===== src/rtl/lsu_pkg.sv =====
// Shared LSU definitions: clog2 helper, default tag-pool size and tag-index type.
package lsu_pkg;

    function automatic int clog2(input int n);
        int r;
        r = 0;
        for (int i = 0; i < 32; i++) begin
            if ((1 << r) < n) begin
                r = r + 1;
            end
        end
        return r;
    endfunction

    localparam int LSUQ_SIZE = 4;

    typedef logic [clog2(LSUQ_SIZE)-1:0] lsu_tag_t;

endpackage


===== src/rtl/lsu_lowest_set_encoder.sv =====
// Priority encoder: index of the lowest set bit of an N-bit vector, plus a valid flag.
module lsu_lowest_set_encoder
    import lsu_pkg::*;
#(
    parameter int N = 4
) (
    input  logic [N-1:0]        in_bits,
    output logic [clog2(N)-1:0] index,
    output logic                valid
);

    localparam int W = clog2(N);

    // Scanning downward lets the lowest set bit overwrite any higher one.
    always_comb begin
        index = '0;
        valid = 1'b0;
        for (int i = N - 1; i >= 0; i--) begin
            if (in_bits[i]) begin
                index = W'(i);
                valid = 1'b1;
            end
        end
    end

endmodule


===== src/rtl/lsu_index_buffer.sv =====
// Tag-indexed metadata store: allocates the lowest free slot, reads by tag, frees on release.
// Define LSU_INDEX_BUFFER_CHECKS_EN to enable simulation-only misuse checks.
module lsu_index_buffer
    import lsu_pkg::*;
#(
    parameter int DATAW = 8,
    parameter int SIZE  = 4
) (
    input  logic                      clk,
    input  logic                      reset,
    output logic [clog2(SIZE)-1:0]    write_addr,
    input  logic                      acquire_slot,
    input  logic [DATAW-1:0]          write_data,
    input  logic [clog2(SIZE)-1:0]    read_addr,
    output logic [DATAW-1:0]          read_data,
    input  logic [clog2(SIZE)-1:0]    release_addr,
    input  logic                      release_slot,
    output logic                      full,
    output logic                      empty
);

    localparam int ADDRW = clog2(SIZE);

    logic [SIZE-1:0]  free_mask;
    logic [SIZE-1:0]  free_n;
    logic [SIZE-1:0]  acq_onehot;
    logic [SIZE-1:0]  rel_onehot;
    logic [ADDRW-1:0] lowest_free;
    logic             any_free;
    logic             do_acquire;
    logic [DATAW-1:0] records [SIZE];

    assign do_acquire = acquire_slot && !full;

    // Decoding by equality drops out-of-range release indices naturally.
    always_comb begin
        acq_onehot = '0;
        rel_onehot = '0;
        for (int i = 0; i < SIZE; i++) begin
            if (do_acquire && (write_addr == ADDRW'(i))) begin
                acq_onehot[i] = 1'b1;
            end
            if (release_slot && (release_addr == ADDRW'(i))) begin
                rel_onehot[i] = 1'b1;
            end
        end
    end

    // Release is OR-ed in last so it wins over a same-index acquire.
    assign free_n = (free_mask & ~acq_onehot) | rel_onehot;

    lsu_lowest_set_encoder #(
        .N (SIZE)
    ) u_encoder (
        .in_bits (free_n),
        .index   (lowest_free),
        .valid   (any_free)
    );

    always_ff @(posedge clk) begin
        if (reset) begin
            free_mask  <= {SIZE{1'b1}};
            write_addr <= '0;
            full       <= 1'b0;
            empty      <= 1'b1;
        end else begin
            free_mask  <= free_n;
            write_addr <= lowest_free;
            full       <= !any_free;
            empty      <= (free_n == {SIZE{1'b1}});
        end
    end

    always_ff @(posedge clk) begin
        if (do_acquire && !reset) begin
            records[write_addr] <= write_data;
        end
    end

    assign read_data = records[read_addr];

`ifdef LSU_INDEX_BUFFER_CHECKS_EN
    always_ff @(posedge clk) begin
        if (!reset) begin
            if (acquire_slot && full) begin
                $error("%0t: acquire while full (write_addr=%0d)", $time, write_addr);
            end
            if (release_slot && (32'(release_addr) < SIZE) && free_mask[release_addr]) begin
                $error("%0t: release of free slot %0d", $time, release_addr);
            end
            if ((32'(read_addr) < SIZE) && free_mask[read_addr]) begin
                $error("%0t: read of free slot %0d", $time, read_addr);
            end
        end
    end
`else
    // Checks compiled out; functional behaviour is unchanged.
`endif

endmodule


===== config.mk =====
export PLATFORM = sky130hd
export DESIGN_NAME = lsu_index_buffer
export DESIGN_NICKNAME = d
export VERILOG_FILES = /design/src/rtl/lsu_pkg.sv /design/src/rtl/lsu_lowest_set_encoder.sv /design/src/rtl/lsu_index_buffer.sv
export SDC_FILE = /design/constraint.sdc
export NUM_CORES = 1
export LEC_CHECK = 0
export ABC_CLOCK_PERIOD_IN_PS = 4120
export BUFFER_PORTS_ARGS = -buffer_cell sky130_fd_sc_hd__buf_2
export CAP_MARGIN = 20
export CORE_MARGIN = 8
export CORE_UTILIZATION = 57
export CTS_CLUSTER_SIZE = 14
export DETAILED_ROUTE_END_ITERATION = 10
export GPL_ROUTABILITY_DRIVEN = 0
export HOLD_SLACK_MARGIN = 0.02
export PLACE_DENSITY = 0.92
export SETUP_SLACK_MARGIN = 0.4
export SYNTH_ARGS = -nofsm -noshare
export SYNTH_HDL_FRONTEND = slang
export SYNTH_SLANG_ARGS = --single-unit
export TNS_END_PERCENT = 50

===== constraint.sdc =====
create_clock -name clk -period 4.12 [get_ports clk]
set_clock_uncertainty 0.1 [all_clocks]
set_input_delay 0.412 -clock clk [delete_from_list [all_inputs] [get_ports clk]]
set_output_delay 0.412 -clock clk [all_outputs]
set_load 0.005 [all_outputs]

# Word level (Yosys, flattened, before mapping)
# Memory sizes are Yosys's and may differ from the RTL's.
# Index checks and enable logic that the tools add are counted.
[classes]
n_mux = 17
n_eq_ne = 7
n_reduce_logical = 17
bitwise_logic = 3
[ops]
columns = ["operator", "count"]
rows = [
  ["$mux 1", 15],
  ["$logic_and 1x1->1", 10],
  ["$eq 2x2->1 const B", 4],
  ["$and 4x4->4", 1],
  ["$eq 2x1->1 const B", 2],
  ["$eq 4x4->1 const B", 1],
  ["$logic_not 2->1", 2],
  ["$mux 2", 2],
  ["$not 4->4", 1],
  ["$or 4x4->4", 1],
  ["$logic_not 1->1", 3],
  ["$reduce_or 3->1", 1],
  ["$reduce_or 2->1", 1],
]
[totals]
word_cells = 50
ramBits = 32
regBits = 8
inputBits = 16
n_memories = 1
[memory_table]
columns = ["memory", "words", "width", "rd", "rd_clocked_by_memory_dff", "wr", "line_no", "rtl"]
rows = [
  ["records", 4, 8, 1, 0, 1, "lsu_index_buffer.sv:31", "logic [DATAW-1:0] records [SIZE];"],
]

# Longest topological paths before layout
[depth]
depth_word = 12
mapped_depth = 4

# Modules after synthesis
# A second synthesis with hierarchy kept.
[hier_totals]
hier_cells = 85
area_unflattened_um2 = 1519.0
[by_module_without_submodules]
columns = ["module", "instances", "area_per_inst_um2", "seq_area_each_um2", "cells_per_inst"]
rows = [
  ["lsu_index_buffer", 1, 1483.9, 1121.1, 78],
  ["lsu_lowest_set_encoder", 1, 35.0, 0.0, 7],
]

# Worst setup path before layout
# OpenSTA, ideal clock, no wires.
[synth_timing]
path_type = "register to register"
start = "reg write_addr[1]"
end = "mem records[0][0] (enable)"
t_arrival_ps = 1258
required_ps = 3649
path_buffers = 0
setup_slack_ps = 2390
path_stages_with_launch = 3
cell_sequence = "dfxtp_1 > or4b_4 > nor2_1"
[synth_lines]
columns = ["element", "line_no", "rtl"]
rows = [
  ["start, declared", "lsu_index_buffer.sv:11", "output logic [clog2(SIZE)-1:0] write_addr,"],
  ["start signal, assigned", "lsu_index_buffer.sv:68", "write_addr <= lowest_free;"],
  ["end, declared", "lsu_index_buffer.sv:31", ""],
]
# No word-level cell before the write port.

# Final worst setup path
[layout_timing]
start = "reg write_addr[1]"
end = "mem records[0][6] (enable)"
# No word-level cell before the write port.

==> summary.md <==
Detailed routing
- 18.44 um — Routed wire per std cell
- 5.779 — Via density
- 0 — Routed Antenna Nets
- 4 — TritonRoute pass-1 iters
- 809 — number of vias after detailed routing
- 0 — DRC Markers
- 2581 um — total wirelength of the detailed-routed design
- 20 — First DRT Iteration DRCs

Synthesis
- 93 — syn nets
- edfxtp_1 (32), dfxtp_1 (8), mux4_2 (8) — leading post-synthesis cells by instance count
- 75.10% — sequential element share of the synthesized area
- edfxtp_1 — most numerous cell in the Yosys netlist
- edfxtp_1 — prevailing post-synth register cell
- edfxtp_1 — cell type with the largest total area after synthesis
- 19.39 um^2 — Mapped Avg Cell Area
- 40 — flops & latches, synth
- 77 — Cells after Synth
- 19 — number of distinct library cell variants in the gate-level netlist after synthesis
- 0% — proportion of register bits with asynchronous set or reset after synthesis
- 0 — synthesis warning total
- 32 — number of enable flip-flop cells after synthesis
- edfxtp_1 (64%), mux4_2 (12%), dfxtp_1 (11%), a21oi_2 (1.8%), nand2_1 (1.5%) — main area contributors after synthesis
- 64.38% — top cell type's share of synthesized area
- 1493 um^2 — synthesized cell area

Clock tree
- 40 — number of sinks handled by clock tree synthesis
- 110 ps — Clock Pin Slew Worst Setup and Hold Paths
- 2 — maximum level of the CTS H-tree
- 0 — CTS Hold Bufs
- clkbuf_4 — master cell of the clock root buffer
- 340 ps — source-to-sink clock delay at the later pin of the worst-skew pair
- 0 — count of buffers added by post-CTS timing repair for setup
- built — CTS tree
- 5 — total CTS buffers
- 2 — buffer levels on the longest clock path
- 0 — CTS-repair resized insts

Worst hold path
- 1 — worst hold stages
- input pin to flop — worst hold path type

Cells and area
- 16.09% — area added between synthesis and finish
- 125 — net count reported at finish
- 0 — ANT cells
- 1733 um^2 — Non-Filler Cell Area, Final
- 140 — non-filler instance count after layout
- 172 — Filler Cell Count
- 42.73% — share of layout cells above drive strength 1

Global route
- 13 — maximum number of pins on one net before global-route repair
- 4153 um — wire length of the first global-routing pass
- 897 — number of global-route vias before repair
- 0 — sum of overflow across all layers after global routing
- 22.58% — routing usage on met2
- met2 — peak-usage layer in the global routing report
- 12.91% — Tot GR Track Use
- 12.57% — Global Route met1 Usage
- 0 — initial antenna violation count
- 6.954% — GR Util met3

Critical path
- flop — CP startpoint kind
- simple AND/OR/NAND/NOR gates — Largest delay share family, worst path
- nor2_1 — worst-path cell with the longest stage delay
- 1820 ps — Crit path arrival time
- 3990 ps — required time of the critical path
- 2 — depth of the worst register-to-register path
- flop — nature of the critical path endpoint
- 2 — Critical Path Stages
- or4b_4 > nor2_1 — ordered cell list for the critical path
- 0 — Buffers & Inverters on Critical Path
- 8 — Worst Path Max Fanout
- flop to flop — kind of critical path
- 570 ps — maximum single-stage delay on the critical path

Timing
- 745.2 ps — Worst Tran Pin Value
- 0 ps — Total Negative Setup Slacks
- false — setup repair after global routing missed its margin
- 0 — final hold violations
- 0 — final count of negative-setup-slack endpoints
- 0 — max-slew violations
- 514.6 MHz — Fmax achieved
- 47.17% — ratio of final minimum period to clock period
- 1943 ps — crit path time final
- 50.14% — relative slew slack

Floorplanning
- 28 — number of ports placed on the die boundary
- 60.25% — Initial Utilization
- 18 — Rows
- 4512 um^2 — area enclosed by the die boundary
- 67.18 um — die extent in y
- 67.18 um — Die Span X
- 2477 um^2 — area of the placeable core

Run status
- complete, no violations — run status

Power
- 280.1 uV — maximum resistive drop on vdd
- 432.3 nW/um^2 — ratio of total power to cell area
- 0.6142 nW — leakage power

Placement
- 1657 um^2 — placed cell area
- 27 — Port Buf Inserts
- 1942 um — DP HPWL
- 132 — Cells after DPL

Flow run
- 0 — max-cap violations

-- cells in the final DEF (no fill, tap or decap), drive strengths merged, types with 2 or more instances in the layout --
cell      n
nand2     6
edfxtp   32
clkbuf    6
buf      27
a21oi     3
nand4bb   2
inv       2
a32oi     2
dfxtp     8
mux4      8
nor2      5
-- metrics by stage --
stage | worst slack, ps | util [%] | total power [mW] | hold slack, ps
2_1_floorplan | 2390 | - | 0.4903 | 360.3
3_3_place_gp | 2129 | 66.87 | 0.5127 | 373.5
3_5_place_dp | 2056 | 66.87 | 0.5171 | 418.8
4_1_cts | 2158 | 69.95 | 0.7528 | 170.9
5_1_grt | 2086 | 69.95 | 0.7776 | 161.9
6_report | 2177 | 69.95 | 0.7492 | 172.8
-- per-layer routing --
metal  part of all wire (%)  up-vias  wire length (um)
li1                       -      375                 -
met1                     35      400               908
met2                     55       30              1429
met3                    8.1        4               208
met4                    1.4        0                35
met5                      0        -                 0
-- area by class of cell --
type | count | area (um^2) | share of cell area, %
well taps | 30 | 37.54 | 2.166
flip-flops and latches | 40 | 1121 | 64.69
clock inverters | 2 | 35.03 | 2.022
clock buffers | 6 | 41.29 | 2.383
repair buffers | 27 | 135.1 | 7.798
inverters | 2 | 7.507 | 0.4332
multi-input cells | 33 | 355.3 | 20.51
-- power by group --
part | switching [mW] | leakage [nW] | total [mW] | internal, mW
Sequential | 0.00445 | 0.356 | 0.452 | 0.448
Combinational | 0.0280 | 0.216 | 0.0543 | 0.0264
Clock | 0.115 | 0.0422 | 0.243 | 0.127
-- worst register-to-register path, delay by kind of cell, from the launching register on --
family           cells  cell delay (ps)
flip-flops           1              350
AND/OR/NAND/NOR      2             1120
-- path summary, 6_finish.rpt --
check | from | to | slack [ps]
max | write_addr[1] | records[0][6] | 2180
min | write_data[7] | records[3][7] | 170
max reg2reg | write_addr[1] | records[0][6] | 2180
min reg2reg | free_mask[1] | free_mask[1] | 440
-- sequential cells by signal (all words and copies together), names as in the netlist --
signal and flops:
records 32, empty 1, free_mask 4, write_addr 2
full 1
-- kinds of logic after synthesis --
kind of cell	count (synthesis)	synth area share, %
AO/OA/AOI/OAI	7	4.611
buffers and inverters	4	1.089
flip-flops	40	75.10
multiplexers	8	12.07
AND/OR/NAND/NOR	18	7.125
Note: power is estimated with default switching activity, not from simulation.
